## config.mk

```make
export PLATFORM = sky130hd
export DESIGN_NAME = pkt_merge_avlstrm
export DESIGN_NICKNAME = d
export VERILOG_FILES = /design/src/rtl/pkt_merge_avlstrm.sv
export SDC_FILE = /design/constraint.sdc
export NUM_CORES = 2
export LEC_CHECK = 0
export CORE_AREA = 2 2 663 665
export DETAILED_ROUTE_END_ITERATION = 6
export DIE_AREA = 0 0 665 667
export GPL_TIMING_DRIVEN = 0
export SETUP_SLACK_MARGIN = 0.15
export SYNTH_ARGS = -nofsm -noshare
export SYNTH_HDL_FRONTEND = slang
export SYNTH_SLANG_ARGS = --single-unit
```

## constraint.sdc

```tcl
create_clock -name i_clk -period 30.5 [get_ports i_clk]
set_clock_uncertainty 0.05 [all_clocks]
set_input_delay 7.625 -clock i_clk [delete_from_list [all_inputs] [get_ports i_clk]]
set_output_delay 7.625 -clock i_clk [all_outputs]
set_load 0.1 [all_outputs]
```

## src/rtl/pkt_merge_avlstrm.sv

```systemverilog
// Two-input packet-atomic round-robin merge of Avalon-ST packet streams.
// in0 carries the no-check path and in1 the checked path. Once a packet is
// granted, it owns the output until its eop beat is accepted. Beats without
// sop that arrive while idle are orphans; they are consumed and counted,
// not forwarded.
module pkt_merge_avlstrm #(
  parameter int unsigned DW = 512,
  parameter int unsigned EW = 6
) (
  input  logic          i_clk,
  input  logic          i_rst,
  // in0: no-check stream
  input  logic [DW-1:0] i_in0_data,
  input  logic          i_in0_valid,
  output logic          o_in0_ready_c,
  input  logic          i_in0_sop,
  input  logic          i_in0_eop,
  input  logic [EW-1:0] i_in0_empty,
  // in1: checked stream
  input  logic [DW-1:0] i_in1_data,
  input  logic          i_in1_valid,
  output logic          o_in1_ready_c,
  input  logic          i_in1_sop,
  input  logic          i_in1_eop,
  input  logic [EW-1:0] i_in1_empty,
  // merged output stream
  output logic [DW-1:0] o_out_data,
  output logic          o_out_valid,
  input  logic          i_out_ready,
  output logic          o_out_sop,
  output logic          o_out_eop,
  output logic [EW-1:0] o_out_empty,
  // statistics
  output logic [31:0]   o_stats_in0_pkt,
  output logic [31:0]   o_stats_in1_pkt,
  output logic [31:0]   o_stats_out_pkt,
  output logic [31:0]   o_stats_drop_beat
);

  localparam int unsigned SW = 32;

  typedef enum logic [1:0] {
    ST_IDLE  = 2'd0,
    ST_LOCK0 = 2'd1,
    ST_LOCK1 = 2'd2
  } state_t;

  state_t          r_state;
  state_t          w_next_state;
  logic            r_rr;
  logic            w_next_rr;

  logic [DW-1:0]   r_out_data;
  logic            r_out_valid;
  logic            r_out_sop;
  logic            r_out_eop;
  logic [EW-1:0]   r_out_empty;

  logic [SW-1:0]   r_stats_in0_pkt;
  logic [SW-1:0]   r_stats_in1_pkt;
  logic [SW-1:0]   r_stats_out_pkt;
  logic [SW-1:0]   r_stats_drop_beat;

  logic            w_load_en;
  logic            w_cand0;
  logic            w_cand1;
  logic            w_sel;
  logic            w_rdy0;
  logic            w_rdy1;
  logic            w_fwd;
  logic            w_fwd_eop;
  logic            w_drop;
  logic            w_out_xfer_eop;

  // Output register can take a new beat when empty or draining this cycle.
  assign w_load_en = ~r_out_valid | i_out_ready;
  assign w_cand0   = i_in0_valid & i_in0_sop;
  assign w_cand1   = i_in1_valid & i_in1_sop;

  // State register and round-robin pointer.
  always_ff @(posedge i_clk or posedge i_rst) begin
    if (i_rst) begin
      r_state <= ST_IDLE;
      r_rr    <= 1'b0;
    end else begin
      r_state <= w_next_state;
      r_rr    <= w_next_rr;
    end
  end

  // Arbitration, ready generation and next-state decode.
  always_comb begin
    w_next_state = r_state;
    w_next_rr    = r_rr;
    w_sel        = 1'b0;
    w_rdy0       = 1'b0;
    w_rdy1       = 1'b0;
    w_fwd        = 1'b0;
    w_fwd_eop    = 1'b0;
    w_drop       = 1'b0;
    case (r_state)
      ST_IDLE: begin
        if (w_cand0 | w_cand1) begin
          w_sel = (w_cand0 & w_cand1) ? r_rr : w_cand1;
          if (w_sel) begin
            w_rdy1 = w_load_en;
          end else begin
            w_rdy0 = w_load_en;
          end
          if (w_load_en) begin
            w_fwd     = 1'b1;
            w_fwd_eop = w_sel ? i_in1_eop : i_in0_eop;
            w_next_rr = ~w_sel;
            if (!w_fwd_eop) begin
              w_next_state = w_sel ? ST_LOCK1 : ST_LOCK0;
            end
          end
        end else if (i_in0_valid) begin
          // in0 orphan wins over an in1 orphan
          w_rdy0 = w_load_en;
          w_drop = w_load_en;
        end else if (i_in1_valid) begin
          w_rdy1 = w_load_en;
          w_drop = w_load_en;
        end
      end
      ST_LOCK0: begin
        w_sel  = 1'b0;
        w_rdy0 = w_load_en;
        if (w_load_en & i_in0_valid) begin
          w_fwd     = 1'b1;
          w_fwd_eop = i_in0_eop;
          if (i_in0_eop) begin
            w_next_state = ST_IDLE;
          end
        end
      end
      ST_LOCK1: begin
        w_sel  = 1'b1;
        w_rdy1 = w_load_en;
        if (w_load_en & i_in1_valid) begin
          w_fwd     = 1'b1;
          w_fwd_eop = i_in1_eop;
          if (i_in1_eop) begin
            w_next_state = ST_IDLE;
          end
        end
      end
      default: begin
        w_next_state = ST_IDLE;
      end
    endcase
  end

  // Inputs see no ready while reset is held.
  assign o_in0_ready_c = w_rdy0 & ~i_rst;
  assign o_in1_ready_c = w_rdy1 & ~i_rst;

  // Single output register stage; fields hold while stalled.
  always_ff @(posedge i_clk or posedge i_rst) begin
    if (i_rst) begin
      r_out_valid <= 1'b0;
      r_out_data  <= '0;
      r_out_sop   <= 1'b0;
      r_out_eop   <= 1'b0;
      r_out_empty <= '0;
    end else if (w_load_en) begin
      r_out_valid <= w_fwd;
      if (w_fwd) begin
        if (w_sel) begin
          r_out_data  <= i_in1_data;
          r_out_sop   <= i_in1_sop;
          r_out_eop   <= i_in1_eop;
          r_out_empty <= i_in1_empty;
        end else begin
          r_out_data  <= i_in0_data;
          r_out_sop   <= i_in0_sop;
          r_out_eop   <= i_in0_eop;
          r_out_empty <= i_in0_empty;
        end
      end
    end
  end

  assign w_out_xfer_eop = r_out_valid & i_out_ready & r_out_eop;

  // Free-running packet and drop counters.
  always_ff @(posedge i_clk or posedge i_rst) begin
    if (i_rst) begin
      r_stats_in0_pkt   <= '0;
      r_stats_in1_pkt   <= '0;
      r_stats_out_pkt   <= '0;
      r_stats_drop_beat <= '0;
    end else begin
      if (w_fwd & w_fwd_eop & ~w_sel) begin
        r_stats_in0_pkt <= r_stats_in0_pkt + SW'(1);
      end
      if (w_fwd & w_fwd_eop & w_sel) begin
        r_stats_in1_pkt <= r_stats_in1_pkt + SW'(1);
      end
      if (w_out_xfer_eop) begin
        r_stats_out_pkt <= r_stats_out_pkt + SW'(1);
      end
      if (w_drop) begin
        r_stats_drop_beat <= r_stats_drop_beat + SW'(1);
      end
    end
  end

  assign o_out_data        = r_out_data;
  assign o_out_valid       = r_out_valid;
  assign o_out_sop         = r_out_sop;
  assign o_out_eop         = r_out_eop;
  assign o_out_empty       = r_out_empty;
  assign o_stats_in0_pkt   = r_stats_in0_pkt;
  assign o_stats_in1_pkt   = r_stats_in1_pkt;
  assign o_stats_out_pkt   = r_stats_out_pkt;
  assign o_stats_drop_beat = r_stats_drop_beat;

endmodule

```

==> results_dict.tcl <==
set metrics [dict create \
    crit_path_max_incr_delay_ns 1.39 \
    layout_setup_ws_ns 12.40 \
    place_area_um2 55200 \
    routabilityCongestion 0.939 \
    path_class "in2out" \
    synth_top_area_share_pct 53.5 \
    cts_buffers 92 \
    n_fill_cell 49539 \
    cts_resized 0 \
    syn2layout_area_growth_pct 91.7 \
    cts_root_buf "clkbuf_16" \
    worstMarginPinSlew_ns 1.49 \
    power.total_mw 8.16 \
    worstPathCellList "clkdlybuf4s50_1 > nor2b_2 > nor4_1 > clkdlybuf4s50_1" \
    cp.required_ns 22.82 \
    post_synth_inst_count 2849 \
    hold_viol_final 0 \
    num-nets-final 5724 \
    synth_seq_cells 652 \
    drv_cap 0 \
    cts_max_path_buffers 4 \
    critPathSlowestCell "clkdlybuf4s50_1" \
    ys.flop_type "dfrtp_1" \
    reg2regPathDepth 6 \
    yosys_warnings 0 \
    max_freq_ghz 0.0552 \
    crit_cells 4 \
    grt_util_all_layers_pct 16.5 \
    relSlewSlack_pct 0.652 \
    clk_latency_ns 0.84 \
    yosysMostFrequentCell "dfrtp_1" \
    cpLargestDelayFamily "buffers and inverters" \
    wl_per_cell_um 35.9 \
    drive_gt1_share_pct 10.7 \
    drc_errors 0 \
    cts_max_level 3 \
    status "completed" \
    pre_cts_ws_ns 12.35 \
    synth.distinct_cells 53 \
    p_per_area_nw_per_um2 140 \
    cts_tree "built" \
    syn-num-nets 3898 \
    design.core.area_um2 437000 \
    synth.avg_cell_area_um2 10.7 \
    grt_pass1_wl_um 446000 \
    synth.cell_area_um2 30500 \
    finalSetupViolCount 0 \
    postRouteAntennaNets 0 \
    grt_max_degree 112 \
    clk_pin_slew_ns 0.06 \
    crit_path_end_kind "output port" \
    io_buffers 1692 \
    ctsHoldBuffers 0 \
    p_leak_nw 24.4 \
    min_from "o_stats_in1_pkt[31]$_DFFE_PP0P_" \
    fp-row-count 243 \
    die-area_um2 444000 \
    peakVddDrop_mv 0.0822 \
    drt-total-wl_um 380000 \
    clock-sinks 652 \
    synthArstFlopShare_pct 100 \
    period_minus_slack_ns 18.10 \
    vias 31825 \
    antenna_found_initial 216 \
    drtIter0Drc 2354 \
    r2r-end "o_out_data[223]$_DFFE_PP0P_" \
    grt_pass1_vias 30885 \
    period_share_pct 59.4 \
    synth.area.top_cells "dfrtp_1 (53%), mux2i_1 (17%), o21ai_1 (8.4%), nand2_1 (7.0%), buf_6 (2.0%)" \
    worst-r2r-setup-slack_ns 26.85 \
    synth_edf_count 0 \
    critPathBufInv 2 \
    drv_slew 0 \
    drtPass1Iterations 7 \
    vias_per_cell 3.01 \
    worstReg2RegStart "o_out_valid$_DFFE_PP0N_" \
    stdcell_area_um2 58500 \
    hold_depth 1 \
    hp-class "reg2reg" \
    initial_core_util_pct 6.99 \
    rsz0062_at_grt "false" \
    grt_overflow 0 \
    ios 1696 \
    critPathMaxFanout 5 \
    postCtsSetupBuffers 0 \
    crit_top_cell "clkdlybuf4s50_1" \
    synth.largest_area_cell "dfrtp_1" \
    start_kind "input port" \
    ys_seq_area_share_pct 53.5 \
    holdWs_ns 0.417 \
    ys_top_cells_by_count "dfrtp_1 (652), nand2_1 (572), mux2i_1 (519), o21ai_1 (513), xnor2_1 (62)" \
    dp_hpwl_um 344000 \
    setup_tns_ns 0 \
    cp.arrival_ns 10.43 \
    die_h_um 667 \
    die_w_um 665 \
    whs_endpoint "o_stats_in1_pkt[31]$_DFFE_PP0P_" \
]
==> per-layer routing <==
layer | share of wire (%) | wire length [um] | GRT usage [%] | vias to the layer above
met5 | 0.21 | 815 | 0.608 | -
met4 | 3.4 | 13000 | 5.01 | 88
met3 | 12 | 45600 | 8.49 | 481
met2 | 50 | 191000 | 29.4 | 1776
met1 | 34 | 129000 | 16.5 | 15836
li1 | - | - | - | 13644
==> registers in the layout, indices dropped and copies added (netlist names) <==
| register | count |
|---|---|
| r_state | 2 |
| o_stats_in0_pkt | 32 |
| o_out_eop | 1 |
| o_stats_out_pkt | 32 |
| o_stats_in1_pkt | 32 |
| o_stats_drop_beat | 32 |
| o_out_data | 512 |
| o_out_valid | 1 |
| r_rr | 1 |
| o_out_empty | 6 |
| o_out_sop | 1 |
==> cells in the final DEF, fill, tap and decap left out, types with 18 or more instances in the layout <==
cell type,count
and3_1,18
buf_2,149
buf_4,33
buf_6,57
clkbuf_1,61
clkbuf_16,92
clkdlybuf4s50_1,1593
dfrtp_1,652
diode_2,85
mux2i_1,490
mux2i_2,26
nand2_1,572
nand3_1,55
nand4_1,37
nor2_1,31
nor3_1,29
o21ai_1,513
xnor2_1,62
xor2_1,60
==> where the power goes <==
group	total, mW	switching [mW]	internal, mW
Combinational	5.55	4.47	1.08
Clock	1.18	0.494	0.686
Sequential	1.43	0.222	1.21
==> worst reg2reg max path, delay by kind of cell, from the launching register on <==
kind / cells / cell delay [ns]
AND/OR/NAND/NOR: 2 / 0.71
flip-flops: 1 / 0.65
AO/OA/AOI/OAI: 1 / 0.22
buffers and inverters: 3 / 1.81
==> stage by stage <==
step / util, % / instances
after floorplan: - / 2849
after global placement: 12.5 / 10298
after detailed placement: 12.6 / 10338
after CTS: 13.4 / 10502
after global routing: 13.4 / 10567
final: 13.4 / 10587
==> layout make-up <==
cell class | instances | area, um^2 | area share (%)
diodes | 85 | 213 | 0.363
well taps | 5757 | 7200 | 12.3
plain buffers | 192 | 1310 | 2.24
multi-input cells | 1995 | 13000 | 22.2
inverters | 10 | 45.0 | 0.0770
clock inverters | 49 | 639 | 1.09
flip-flops and latches | 652 | 16300 | 27.9
clock buffers | 115 | 2530 | 4.32
repair buffers | 1732 | 17300 | 29.5
==> worst max-delay path by stage <==
stage | end | start
3_3_place_gp | o_out_data[7]$_DFFE_PP0P_ | i_rst
6_report | o_in0_ready_c | i_out_ready
3_5_place_dp | o_in0_ready_c | i_out_ready
2_1_floorplan | o_out_data[0]$_DFFE_PP0P_ | i_rst
4_1_cts | o_in0_ready_c | i_out_ready
5_1_grt | o_in0_ready_c | i_out_ready
==> cell families (layout without fill, tap and decap cells) <==
logic type,count (synthesis),after routing,share of synthesized area [%]
and+or+nand+nor,811,811,12.3
DFF,652,652,53.5
AOI/OAI and AO/OA,535,535,8.94
muxes,522,522,17.1
buffers and inverters,202,2098,4.40
xor gates and xnor gates,123,123,3.55
adders and majority gates,4,4,0.164
other,0,85,0
Note: power is estimated with default switching activity, not from simulation.
